`src/rtl/ep_tx_arb_if.sv`:
```
// Bundle of request/grant, tag and TRN tx signals between the requesters, the
// arbiter and the PCIe core transmit port.
interface ep_tx_arb_if;
    logic [2:0]   req_ep;
    logic [2:0]   drv_ep;
    logic [2:0]   tag_inc;
    logic [2:0]   my_trn;
    logic [4:0]   tag_trn;
    logic [191:0] rq_trn_td;
    logic [23:0]  rq_trn_trem_n;
    logic [2:0]   rq_trn_tsof_n;
    logic [2:0]   rq_trn_teof_n;
    logic [2:0]   rq_trn_tsrc_rdy_n;
    logic [63:0]  trn_td;
    logic [7:0]   trn_trem_n;
    logic         trn_tsof_n;
    logic         trn_teof_n;
    logic         trn_tsrc_rdy_n;
    logic         err_drv;

    // Requester/core side.
    modport master (
        output req_ep, drv_ep, tag_inc,
        output rq_trn_td, rq_trn_trem_n, rq_trn_tsof_n, rq_trn_teof_n, rq_trn_tsrc_rdy_n,
        input  my_trn, tag_trn, err_drv,
        input  trn_td, trn_trem_n, trn_tsof_n, trn_teof_n, trn_tsrc_rdy_n
    );

    // Arbiter side.
    modport slave (
        input  req_ep, drv_ep, tag_inc,
        input  rq_trn_td, rq_trn_trem_n, rq_trn_tsof_n, rq_trn_teof_n, rq_trn_tsrc_rdy_n,
        output my_trn, tag_trn, err_drv,
        output trn_td, trn_trem_n, trn_tsof_n, trn_teof_n, trn_tsrc_rdy_n
    );
endinterface

```
`src/rtl/ep_tx_arb.sv`:
```
// Three-way round-robin arbiter for the PCIe TRN transmit port with a shared
// non-posted tag counter, grant timeout and sticky driver-protocol error flag.
module ep_tx_arb #(
    parameter int unsigned GNT_TO   = 16,
    parameter logic [4:0]  TAG_INIT = 5'd0
) (
    input logic        clk,
    input logic        rst,
    ep_tx_arb_if.slave bus
);

    localparam int unsigned          TmoW   = $clog2(GNT_TO + 1);
    localparam logic [TmoW-1:0]      TmoMax = TmoW'(GNT_TO);

    typedef enum logic [1:0] {StIdle, StGnt, StDrv, StGap} state_e;

    state_e          state_q, state_d;
    logic [1:0]      owner_q, owner_d;
    logic [1:0]      last_q, last_d;
    logic [TmoW-1:0] tmo_q, tmo_d;
    logic [4:0]      tag_q, tag_d;
    logic            err_q, err_d;

    logic            granted;
    logic [2:0]      my_trn_w;
    logic            own_drv, own_req, own_inc;
    logic [1:0]      cand1, cand2, pick;
    logic            pick_vld;

    function automatic logic [1:0] rr_next(input logic [1:0] idx);
        return (idx == 2'd2) ? 2'd0 : idx + 2'd1;
    endfunction

    assign granted  = (state_q == StGnt) || (state_q == StDrv);
    assign my_trn_w = granted ? (3'b001 << owner_q) : 3'b000;
    assign own_drv  = bus.drv_ep[owner_q];
    assign own_req  = bus.req_ep[owner_q];
    assign own_inc  = bus.tag_inc[owner_q];

    // Round-robin search starts just after the previous owner.
    always_comb begin
        cand1    = rr_next(last_q);
        cand2    = rr_next(cand1);
        pick     = last_q;
        pick_vld = |bus.req_ep;
        if (bus.req_ep[cand1]) begin
            pick = cand1;
        end else if (bus.req_ep[cand2]) begin
            pick = cand2;
        end
    end

    always_comb begin
        state_d = state_q;
        owner_d = owner_q;
        last_d  = last_q;
        tmo_d   = tmo_q;
        tag_d   = tag_q;
        err_d   = err_q | (|(bus.drv_ep & ~my_trn_w));

        if (granted && own_inc) begin
            tag_d = tag_q + 5'd1;
        end

        unique case (state_q)
            // The turnaround cycle also arbitrates, so back-to-back owners see a
            // single idle grant cycle between them.
            StIdle, StGap: begin
                if (pick_vld) begin
                    state_d = StGnt;
                    owner_d = pick;
                    last_d  = pick;
                    tmo_d   = '0;
                end else begin
                    state_d = StIdle;
                end
            end
            StGnt: begin
                if (own_drv) begin
                    state_d = StDrv;
                end else if (!own_req) begin
                    state_d = StGap;
                end else begin
                    tmo_d = tmo_q + 1'b1;
                    if (tmo_d == TmoMax) begin
                        state_d = StGap;
                    end
                end
            end
            StDrv: begin
                if (!own_drv) begin
                    state_d = StGap;
                end
            end
            default: state_d = StIdle;
        endcase
    end

    always_ff @(posedge clk) begin
        if (rst) begin
            state_q <= StIdle;
            owner_q <= 2'd0;
            last_q  <= 2'd2;
            tmo_q   <= '0;
            tag_q   <= TAG_INIT;
            err_q   <= 1'b0;
        end else begin
            state_q <= state_d;
            owner_q <= owner_d;
            last_q  <= last_d;
            tmo_q   <= tmo_d;
            tag_q   <= tag_d;
            err_q   <= err_d;
        end
    end

    // Reset forces the idle TRN values immediately, even mid-packet.
    always_comb begin
        bus.trn_td         = 64'h0;
        bus.trn_trem_n     = 8'hFF;
        bus.trn_tsof_n     = 1'b1;
        bus.trn_teof_n     = 1'b1;
        bus.trn_tsrc_rdy_n = 1'b1;
        if (granted && own_drv && !rst) begin
            bus.trn_td         = bus.rq_trn_td[{owner_q, 6'd0} +: 64];
            bus.trn_trem_n     = bus.rq_trn_trem_n[{owner_q, 3'd0} +: 8];
            bus.trn_tsof_n     = bus.rq_trn_tsof_n[owner_q];
            bus.trn_teof_n     = bus.rq_trn_teof_n[owner_q];
            bus.trn_tsrc_rdy_n = bus.rq_trn_tsrc_rdy_n[owner_q];
        end
    end

    assign bus.my_trn  = my_trn_w;
    assign bus.tag_trn = tag_q;
    assign bus.err_drv = err_q;

endmodule
```
`src/flat_wrapper.sv`:
```
// flat-port wrapper written by rule: the top's interface ports become plain ports
module ep_tx_arb_flat 
#(
    parameter int unsigned GNT_TO   = 16,
    parameter logic [4:0]  TAG_INIT = 5'd0
)
  (clk, rst, bus_req_ep, bus_drv_ep, bus_tag_inc, bus_rq_trn_td, bus_rq_trn_trem_n, bus_rq_trn_tsof_n, bus_rq_trn_teof_n, bus_rq_trn_tsrc_rdy_n, bus_my_trn, bus_tag_trn, bus_err_drv, bus_trn_td, bus_trn_trem_n, bus_trn_tsof_n, bus_trn_teof_n, bus_trn_tsrc_rdy_n);
  ep_tx_arb_if bus_i ();
  input logic clk;
  input logic rst;
  input wire logic [$bits(bus_i.req_ep)-1:0] bus_req_ep;
  input wire logic [$bits(bus_i.drv_ep)-1:0] bus_drv_ep;
  input wire logic [$bits(bus_i.tag_inc)-1:0] bus_tag_inc;
  input wire logic [$bits(bus_i.rq_trn_td)-1:0] bus_rq_trn_td;
  input wire logic [$bits(bus_i.rq_trn_trem_n)-1:0] bus_rq_trn_trem_n;
  input wire logic [$bits(bus_i.rq_trn_tsof_n)-1:0] bus_rq_trn_tsof_n;
  input wire logic [$bits(bus_i.rq_trn_teof_n)-1:0] bus_rq_trn_teof_n;
  input wire logic [$bits(bus_i.rq_trn_tsrc_rdy_n)-1:0] bus_rq_trn_tsrc_rdy_n;
  output wire logic [$bits(bus_i.my_trn)-1:0] bus_my_trn;
  output wire logic [$bits(bus_i.tag_trn)-1:0] bus_tag_trn;
  output wire logic [$bits(bus_i.err_drv)-1:0] bus_err_drv;
  output wire logic [$bits(bus_i.trn_td)-1:0] bus_trn_td;
  output wire logic [$bits(bus_i.trn_trem_n)-1:0] bus_trn_trem_n;
  output wire logic [$bits(bus_i.trn_tsof_n)-1:0] bus_trn_tsof_n;
  output wire logic [$bits(bus_i.trn_teof_n)-1:0] bus_trn_teof_n;
  output wire logic [$bits(bus_i.trn_tsrc_rdy_n)-1:0] bus_trn_tsrc_rdy_n;
  assign bus_i.req_ep = bus_req_ep;
  assign bus_i.drv_ep = bus_drv_ep;
  assign bus_i.tag_inc = bus_tag_inc;
  assign bus_i.rq_trn_td = bus_rq_trn_td;
  assign bus_i.rq_trn_trem_n = bus_rq_trn_trem_n;
  assign bus_i.rq_trn_tsof_n = bus_rq_trn_tsof_n;
  assign bus_i.rq_trn_teof_n = bus_rq_trn_teof_n;
  assign bus_i.rq_trn_tsrc_rdy_n = bus_rq_trn_tsrc_rdy_n;
  assign bus_my_trn = bus_i.my_trn;
  assign bus_tag_trn = bus_i.tag_trn;
  assign bus_err_drv = bus_i.err_drv;
  assign bus_trn_td = bus_i.trn_td;
  assign bus_trn_trem_n = bus_i.trn_trem_n;
  assign bus_trn_tsof_n = bus_i.trn_tsof_n;
  assign bus_trn_teof_n = bus_i.trn_teof_n;
  assign bus_trn_tsrc_rdy_n = bus_i.trn_tsrc_rdy_n;
  ep_tx_arb #(.GNT_TO(GNT_TO), .TAG_INIT(TAG_INIT)) u_core (.clk(clk), .rst(rst), .bus(bus_i));
endmodule
```
`config.mk`:
```
export PLATFORM = sky130hd
export DESIGN_NAME = ep_tx_arb_flat
export DESIGN_NICKNAME = d
export VERILOG_FILES = /design/src/rtl/ep_tx_arb_if.sv /design/src/rtl/ep_tx_arb.sv /design/src/flat_wrapper.sv
export SDC_FILE = /design/constraint.sdc
export NUM_CORES = 1
export LEC_CHECK = 0
export CORE_AREA = 3 3 122 124
export DETAILED_ROUTE_END_ITERATION = 10
export DIE_AREA = 0 0 125 127
export GPL_ROUTABILITY_DRIVEN = 0
export SLEW_MARGIN = 20
export SYNTH_ARGS = -nofsm -noshare
export SYNTH_HDL_FRONTEND = slang
export SYNTH_SLANG_ARGS = --single-unit
```
`constraint.sdc`:
```
create_clock -name clk -period 1.65 [get_ports clk]
set_input_delay 0.33 -clock clk [delete_from_list [all_inputs] [get_ports clk]]
set_output_delay 0.33 -clock clk [all_outputs]
set_load 0.05 [all_outputs]
```
==> qor.txt <==
outcome -> finished, violations left
failing checks -> negative setup slack
Fin. Hold Viols -> 0
Die Ht -> 127 um
top cells by area, synth -> mux2i_1 27%, nor2_1 18%, a21oi_1 13%
Hold Startpoint -> u_core.bus.tag_trn[4]
number of port buffers -> 319
# fillers -> 1177
cell area after synthesis -> 2840 um2
top-count cell post-synth -> nor2_1
Die X -> 125 um
post-layout min period -> 2.13 ns
Slew HR -> 71.6%
Global Route Usage Sum -> 21.5%
syn nets -> 682
WS Path Type -> flop to output pin
Synth area leader -> mux2i_1
wirelength, routed -> 18900 um
largest net degree at the start of global routing -> 37
Initial Util -> 20.4%
Placed Instances -> 963
per-cell routed wire length -> 18.9 um
post-route ant nets -> 0
worst hold path class -> flop to flop
fin worst setup slack -> -0.478 ns
Final setup violation count -> 91
Worst Reg-to-Reg Cells -> 9
Clock Tree Buf Depth -> 2
R2R Path End -> u_core.state_q[1]
Post-synth top flop -> dfxtp_1
Critical path buffers and inverters -> 3
PwrDens -> 1280 nW/um2
Worst-Skew Late Latency -> 0.25 ns
Hold EP -> u_core.bus.tag_trn[4]
cts hold-fix bufs -> 0
CTS clk-pin slew, worst paths -> 0.05 ns
CORE AREA -> 13900 um2
Tcrit/Tclk final -> 129%
CP required -> 1.32 ns
Worst Skew -> 0.00118 ns
First DRT Iteration DRCs -> 220
Seq/Total Area, Yosys -> 11.3%
Final Max Slew Viols -> 0
max-cap violations -> 0
die area -> 15900 um2
Seq cells post-synth -> 16
P&R area growth vs syn -> 202%
reg-to-reg slack, setup -> -0.48 ns
Post-synth EDFFs -> 0
Synth top cells by count -> 136 x nor2_1, 76 x mux2i_1, 75 x a21oi_1
CP max stage cell -> dfxtp_4
P_leak -> 3.09 nW
initial antenna violation count -> 0
Sink Count -> 16
crit start category -> flop
distinct cell type count after synthesis -> 41
number of buffers created by CTS -> 3
CTS tree -> yes
DRC Markers -> 0
hold path depth -> 2
Root Driver -> clkbuf_16
vias -> 4731
Fmax -> 470 MHz
WP data arrival -> 1.80 ns
FP Rows -> 43
Core Util, Final -> 61.7%
Top delay family on crit path -> buffers and inverters
register area -> 327 um2
Mapped Avg Cell Area -> 6.42 um2
crit path launch -> u_core.owner_q[1]
antenna fix cells -> 0
H-tree depth -> 1
DP HPWL -> 14400 um
crit-path max cell delay -> 0.38 ns
final net count -> 1059
total power -> 11.0 mW
fraction of layout cells with a size suffix above 1 -> 38.0%
reg-to-reg startpoint -> u_core.owner_q[1]
via/cell ratio -> 4.74
CP Max Fanout -> 16
crit-path most repeated cell -> buf_12
boundary pin count -> 320
DR pass1 iterations -> 4
RSZ-0062 raised after global routing -> true
total gr overflow -> 0
area share of the largest cell type after synthesis -> 26.8%
Yosys Warn Count -> 0
CP Cell Sequence -> mux2i_4 > buf_6 > o2bb2ai_4 > nand2_8 > buf_12 > nor2_4 > buf_12
Slew @ Worst Pin -> 0.427 ns
post-synthesis async set-or-reset flop share -> 0%
crit end category -> output pin
vias in the first global route -> 5014
first-pass GRT wire length -> 27800 um
Non-Filler Instances -> 998
Max VDD drop -> 0.781 mV
synthesized instance count -> 442
multi-input logic area -> 3100 um2
## kinds of logic (layout without fill, tap and decap cells)
logic type                 count (synthesis)  count (layout)  synth area share [%]
and+or+nand+nor                          184             185                  27.0
AOI/OAI and AO/OA                        112             112                  23.4
muxes                                     79              79                  28.4
buffers and inverters                     43             418                  6.97
DFF                                       16              16                  11.3
adders and majority gates                  4               4                  1.76
xor gates and xnor gates                   4               4                  1.23
## sequential cells by signal, indices dropped and copies added, names as in the netlist
signal / count
u_core.bus.err_drv: 1
u_core.owner_q: 1
u_core.last_q: 2
u_core.state_q: 2
u_core.tmo_q: 5
u_core.bus.tag_trn: 5
## cell type report
cell class / instances / area share [%]
Tap cell: 180 / 2.63
Inverter: 6 / 0.292
Sequential cell: 16 / 3.81
Timing Repair Buffer: 408 / 56.1
Multi-Input combinational cell: 384 / 36.2
Clock buffer: 4 / 0.920
## stage by stage
stage | hold WS, ns | setup TNS (ns) | area (um2) | setup slack [ns]
2_1_floorplan | 0.450 | -12.69 | 3530 | -0.325
3_3_place_gp | 0.481 | -39.40 | 7800 | -0.610
3_5_place_dp | 0.494 | -40.63 | 7800 | -0.614
4_1_cts | 0.502 | -36.87 | 8290 | -0.488
5_1_grt | 0.540 | -43.60 | 8560 | -0.556
6_report | 0.521 | -37.58 | 8560 | -0.478
## where the power goes
| group | switching (mW) | total, mW | internal [mW] |
|---|---|---|---|
| Clock | 0.164 | 0.493 | 0.328 |
| Combinational | 5.32 | 9.94 | 4.62 |
| Sequential | 0.0907 | 0.561 | 0.470 |
## worst max-delay path by stage
stage	to	slack, ns	cells after the start
global placement	bus_trn_tsrc_rdy_n	-0.61	8
floorplan	bus_trn_trem_n[7]	-0.33	5
CTS	bus_trn_trem_n[5]	-0.49	7
finish	bus_trn_td[14]	-0.48	7
detailed placement	bus_trn_trem_n[5]	-0.61	8
global route	bus_trn_td[0]	-0.56	7
## tightest hold or removal path: stages, from the launching register on
cell and delay [ns]:
dfxtp_1 0.34, xnor2_1 0.07, nor2_1 0.07
## cell usage in the layout, fill, tap and decap left out, drive strengths merged, types with 3 or more instances in the layout
cell type and n:
o31ai 5, clkdlybuf4s50 233, nor3 3, clkbuf 6, nand2b 4, and3 3, o211ai 11, nand2 25
inv 6, nor2 136, xnor2 4, a21oi 75, dfxtp 16, nor2b 3, buf 171, a31oi 4
mux2i 77, o21ai 9, ha 4
## metal layers
metal  vias to the layer above  share of wire [%]  GRT usage, %
met5                         -                  0             0
met4                         0                2.1          4.27
li1                       2292                  -             -
met3                        30                7.4          4.89
met2                       249                 54          41.7
met1                      2160                 37          24.0
## what timing repair did
item | CTS | global route
resized for setup | 59 | 44
endpoints found under the setup margin | 91 | 90
gates cloned | 4 | 3
pin swaps | 8 | 8
buffers inserted | 15 | 11
(Power assumes the default switching activity.)
